**src/rtl/ob_rsp_egress.sv**
```systemverilog
// rtl/ob_rsp_egress.sv - order-book response egress FIFO
// Buffers controller responses, drains them over valid/ready, tracks overflow and trades.
package ob_pkg;
  typedef enum logic [1:0] {
    S_Okay   = 2'd0,
    S_Reject = 2'd1,
    S_Empty  = 2'd2,
    S_Full   = 2'd3
  } status_t;

  typedef struct packed {
    logic [7:0]  uid;
    status_t     status;
    logic [15:0] price;
    logic [7:0]  qty;
  } rsp_t;
endpackage

module ob_rsp_egress #(
  parameter int DEPTH     = 4,
  parameter int AFULL_LVL = 3,
  parameter int CNT_W     = 32
) (
  input  logic                       clk,
  input  logic                       rst,
  input  logic                       rsp_in_vld,
  input  ob_pkg::rsp_t               rsp_in,
  output logic                       rsp_in_full_r,
  output logic                       afull_r,
  output logic                       rsp_out_vld,
  output ob_pkg::rsp_t               rsp_out,
  input  logic                       rsp_out_rdy,
  output logic [$clog2(DEPTH):0]     occupancy_r,
  output logic                       overflow_r,
  output logic [CNT_W-1:0]           trade_cnt_r,
  input  logic                       stat_clr
);
  localparam int AW = $clog2(DEPTH);
  localparam int OW = AW + 1;

  ob_pkg::rsp_t      mem_q [DEPTH];
  logic [AW-1:0]     rd_ptr_q, rd_ptr_d;
  logic [AW-1:0]     wr_ptr_q, wr_ptr_d;
  logic [OW-1:0]     occ_q, occ_d;
  logic              full_q, full_d;
  logic              afull_q, afull_d;
  logic              overflow_q, overflow_d;
  logic [CNT_W-1:0]  trade_cnt_q, trade_cnt_d;
  logic              push, pop, is_trade;

  assign rsp_out_vld   = (occ_q != '0);
  // Gate the head with valid so an empty FIFO (including after reset) shows zero.
  assign rsp_out       = rsp_out_vld ? mem_q[rd_ptr_q] : '0;
  assign rsp_in_full_r = full_q;
  assign afull_r       = afull_q;
  assign occupancy_r   = occ_q;
  assign overflow_r    = overflow_q;
  assign trade_cnt_r   = trade_cnt_q;

  always_comb begin
    pop         = rsp_out_vld & rsp_out_rdy;
    push        = rsp_in_vld & (~full_q | pop);
    is_trade    = pop & (rsp_out.uid == '1) & (rsp_out.status == ob_pkg::S_Okay);
    rd_ptr_d    = rd_ptr_q;
    wr_ptr_d    = wr_ptr_q;
    occ_d       = occ_q;
    overflow_d  = overflow_q;
    trade_cnt_d = trade_cnt_q;

    if (pop)  rd_ptr_d = rd_ptr_q + AW'(1);
    if (push) wr_ptr_d = wr_ptr_q + AW'(1);
    case ({push, pop})
      2'b10:   occ_d = occ_q + OW'(1);
      2'b01:   occ_d = occ_q - OW'(1);
      default: occ_d = occ_q;
    endcase

    // Flags come from the next occupancy so they track occupancy_r exactly.
    full_d  = (occ_d == OW'(DEPTH));
    afull_d = (occ_d >= OW'(AFULL_LVL));

    if (rsp_in_vld & full_q & ~pop) overflow_d = 1'b1;
    if (is_trade && trade_cnt_q != '1) trade_cnt_d = trade_cnt_q + CNT_W'(1);
    if (stat_clr) begin
      overflow_d  = 1'b0;
      trade_cnt_d = '0;
    end
  end

  always_ff @(posedge clk or posedge rst) begin
    if (rst) begin
      rd_ptr_q    <= '0;
      wr_ptr_q    <= '0;
      occ_q       <= '0;
      full_q      <= 1'b0;
      afull_q     <= 1'b0;
      overflow_q  <= 1'b0;
      trade_cnt_q <= '0;
    end else begin
      rd_ptr_q    <= rd_ptr_d;
      wr_ptr_q    <= wr_ptr_d;
      occ_q       <= occ_d;
      full_q      <= full_d;
      afull_q     <= afull_d;
      overflow_q  <= overflow_d;
      trade_cnt_q <= trade_cnt_d;
    end
  end

  always_ff @(posedge clk) begin
    if (push) mem_q[wr_ptr_q] <= rsp_in;
  end
endmodule

```
**config.mk**
```make
export PLATFORM = sky130hd
export DESIGN_NAME = ob_rsp_egress
export DESIGN_NICKNAME = d
export VERILOG_FILES = /design/src/rtl/ob_rsp_egress.sv
export SDC_FILE = /design/constraint.sdc
export NUM_CORES = 1
export LEC_CHECK = 0
export ABC_AREA = 1
export CORE_MARGIN = 2
export CORE_UTILIZATION = 45
export CTS_CLUSTER_SIZE = 30
export DETAILED_ROUTE_END_ITERATION = 10
export GPL_ROUTABILITY_DRIVEN = 0
export HOLD_SLACK_MARGIN = 0.06
export PLACE_DENSITY_LB_ADDON = 0.05
export SLEW_MARGIN = 20
export SYNTH_ARGS = -nofsm -noshare
export SYNTH_HDL_FRONTEND = slang
export SYNTH_SLANG_ARGS = --single-unit
```
**constraint.sdc**
```tcl
create_clock -name clk -period 3.9 [get_ports clk]
set_input_delay 0.585 -clock clk [delete_from_list [all_inputs] [get_ports clk]]
set_output_delay 0.585 -clock clk [all_outputs]
set_load 0.05 [all_outputs]
```
==> key figures <==
Run status
  – Outcome: finished, violations left
  – Failing checks: DRC

Synthesis
  – Yosys warns: 0
  – EDFF count, synth: 136
  – Synthesized area: 8330 um2
  – Cell with the most instances after synthesis: nand2_1
  – Yosys cell types: 31
  – Post-Synthesis Cells: 864
  – Most common library cells after synthesis: nand2_1, nor2_1, edfxtp_1
  – Synthesized area per cell: 9.64 um2
  – Main area contributors after synthesis: edfxtp_1, dfrtp_1, nand2_1
  – Async S/R FF share, synth: 0.236
  – Primary FF master, synth: edfxtp_1
  – Yosys top cell area share: 0.490
  – Synth Register Bits: 178
  – Post-synthesis sequential area ratio: 0.617
  – Largest area contributor in the netlist: edfxtp_1
  – Syn_nets: 910

Clocking
  – Clk sinks: 178
  – Hold buffer count at CTS: 0
  – Post-CTS setup buffer count: 0
  – CTS tree: yes
  – CTS clk-pin slew, worst paths: 0.07 ns
  – Max clock buf depth: 2
  – H-tree depth: 4
  – Clk Tree Root Cell: clkbuf_16
  – Worst skew pair latency: 0.43 ns
  – # resized after CTS: 0
  – Cts bufs inserted: 17

Pwr
  – LEAKAGE: 4.10 nW
  – Clk pwr share: 0.212
  – Sw frac: 0.439
  – VDD IR-drop max: 655 uV
  – Design Power: 7.70 mW
  – Combinational fraction of design power: 0.461
  – Cell Int Power: 4.32 mW
  – Seq pwr share: 0.327
  – Switch Pwr: 3.38 mW
  – PwrDens: 756 nW/um2

Layout
  – Nets: 1014
  – Synth-to-Final Area Change: 22.3%
  – Post-route insts no fill: 1210
  – Layout cells sized above 1: 0.103
  – Post-layout util: 0.563
  – Filler cell count: 1587
  – Finished layout cell area: 10200 um2
  – N_diodes: 0

Die
  – Die width: 140 um
  – Std-Cell Core Area: 18100 um2
  – Die area: 19600 um2
  – Top Ports: 112
  – Initial Util: 0.460
  – Row cnt: 49
  – Die Y: 140 um

Routing
  – Final wirelength: 19.3 mm
  – Router iterations before antenna repair: 10
  – Residual DRC count: 7
  – Antenna Nets Post-Route: 0
  – Routed length per instance: 16.0 um
  – Vias per inst: 5.18
  – Vias: 6266
  – Initial drt markers: 371

Timing
  – Worst Skew: 0.0104 ns
  – Setup TNS: 0 ns
  – Fin Hold WS: 0.481 ns
  – Hold Fails Final Rpt: 0
  – Crit share post-route: 0.857
  – Unrepaired setup endpoints after global routing: false
  – Setup violators final: 0
  – Period minus WS final: 3.34 ns
  – Slew Viols, Final: 0
  – Slew @ Worst Pin: 0.885 ns
  – FMAX: 299 MHz
  – Worst setup margin: 0.560 ns
  – Slew HR: 0.410

Global routing
  – Gr ovfl total: 0
  – Vias in the first global route: 5868
  – Largest net degree at the start of global routing: 70
  – First-pass GRT wire length: 30.8 mm
  – Antenna violations before repair: 0
  – Tot GR Track Use: 0.201

Min path
  – Hold/Removal Path Class: primary input to asynchronous set/reset pin

Critical path
  – Crit path required time: 3.31 ns
  – Critical Path Fanout Max: 48
  – CP Data Arrival Time: 2.76 ns
  – Setup crit end kind: output port
  – Worst Setup Start Kind: flip-flop
  – Crit path kind: flip-flop to output port

Placement
  – Cell count after placement: 1178
  – # port buffers: 111
  – Post-DP Area: 9620 um2
  – HPWL after DPL: 12.5 mm
  – Place WS: 0.801 ns

Run
  – Max-cap violation count: 0
-- path summary, 6_finish.rpt --
kind / from / cells after the start / slack (ns) / end
max in group asynchronous: rst / 3 / 2.77 / trade_cnt_r[3]$_DFFE_PP0P_
max: rd_ptr_q[0]$_DFFE_PP0P_ / 7 / 0.56 / rsp_out[26]
min reg2reg: overflow_r$_DFFE_PP0P_ / 2 / 0.52 / overflow_r$_DFFE_PP0P_
min: rst / 2 / 0.48 / occupancy_r[2]$_DFF_PP0_
max reg2reg: rd_ptr_q[0]$_DFFE_PP0P_ / 10 / 1.04 / trade_cnt_r[18]$_DFFE_PP0P_
min in group clk: overflow_r$_DFFE_PP0P_ / 2 / 0.52 / overflow_r$_DFFE_PP0P_
-- cell families after synthesis --
kind of cell             after synthesis  synth area share
multiplexers                           1           0.00135
AND/OR/NAND/NOR                      468             0.242
XOR/XNOR                              19            0.0200
buffers and inverters                111            0.0592
AO/OA/AOI/OAI                         80            0.0490
flip-flops                           178             0.617
adder cells (fa/ha/maj)                7            0.0114
-- cell usage in the layout, fill, tap and decap left out, types with 6 or more instances in the layout --
master	n
nand2_1	186
nor2_1	164
edfxtp_1	136
clkdlybuf4s50_1	79
inv_1	68
nand3_1	59
o21ai_0	50
dfrtp_1	41
buf_4	41
nand4_1	34
a21oi_1	27
clkbuf_16	17
xor2_1	12
nand3_2	9
nor2_4	7
xnor2_1	7
ha_1	6
-- metal layers --
| metal | wire length [um] | global-route usage |
|---|---|---|
| met4 | 210 | 0.0654 |
| met3 | 947 | 0.0376 |
| met1 | 8700 | 0.270 |
| met5 | 0 | 0 |
| met2 | 9470 | 0.331 |
-- flip-flops by register name (all words and copies together), names as in the netlist --
| signal | cells |
|---|---|
| occupancy_r | 3 |
| mem_q | 136 |
| rd_ptr_q | 2 |
| overflow_r | 1 |
| wr_ptr_q | 2 |
| rsp_in_full_r | 1 |
| trade_cnt_r | 32 |
| afull_r | 1 |
-- power groups by stage --
stage,logic (mW),clock network [mW],registers [mW]
2_1_floorplan,2.37,0,2.59
3_3_place_gp,3.54,0,2.55
3_5_place_dp,3.57,0,2.56
4_1_cts,3.58,1.67,2.52
5_1_grt,3.78,1.74,2.55
6_report,3.55,1.63,2.52
-- worst max-delay path, stage by stage, from the launching register on --
cell and delay, ns:
dfrtp_2 0.67, buf_4 0.54, nand2_1 0.11, nand3_1 0.09, nand2_1 0.06, nand2_1 0.10, inv_1 0.05, clkdlybuf4s50_1 0.69
-- final cells by class --
| class | instances | area (um2) | area share |
|---|---|---|---|
| clock inverters | 12 | 124 | 0.0122 |
| well taps | 229 | 287 | 0.0281 |
| multi-input cells | 575 | 2730 | 0.268 |
| clock buffers | 20 | 437 | 0.0429 |
| repair buffers | 125 | 1200 | 0.118 |
| flip-flops and latches | 178 | 5140 | 0.504 |
| inverters | 71 | 270 | 0.0265 |
Note: power is estimated with default switching activity, not from simulation.
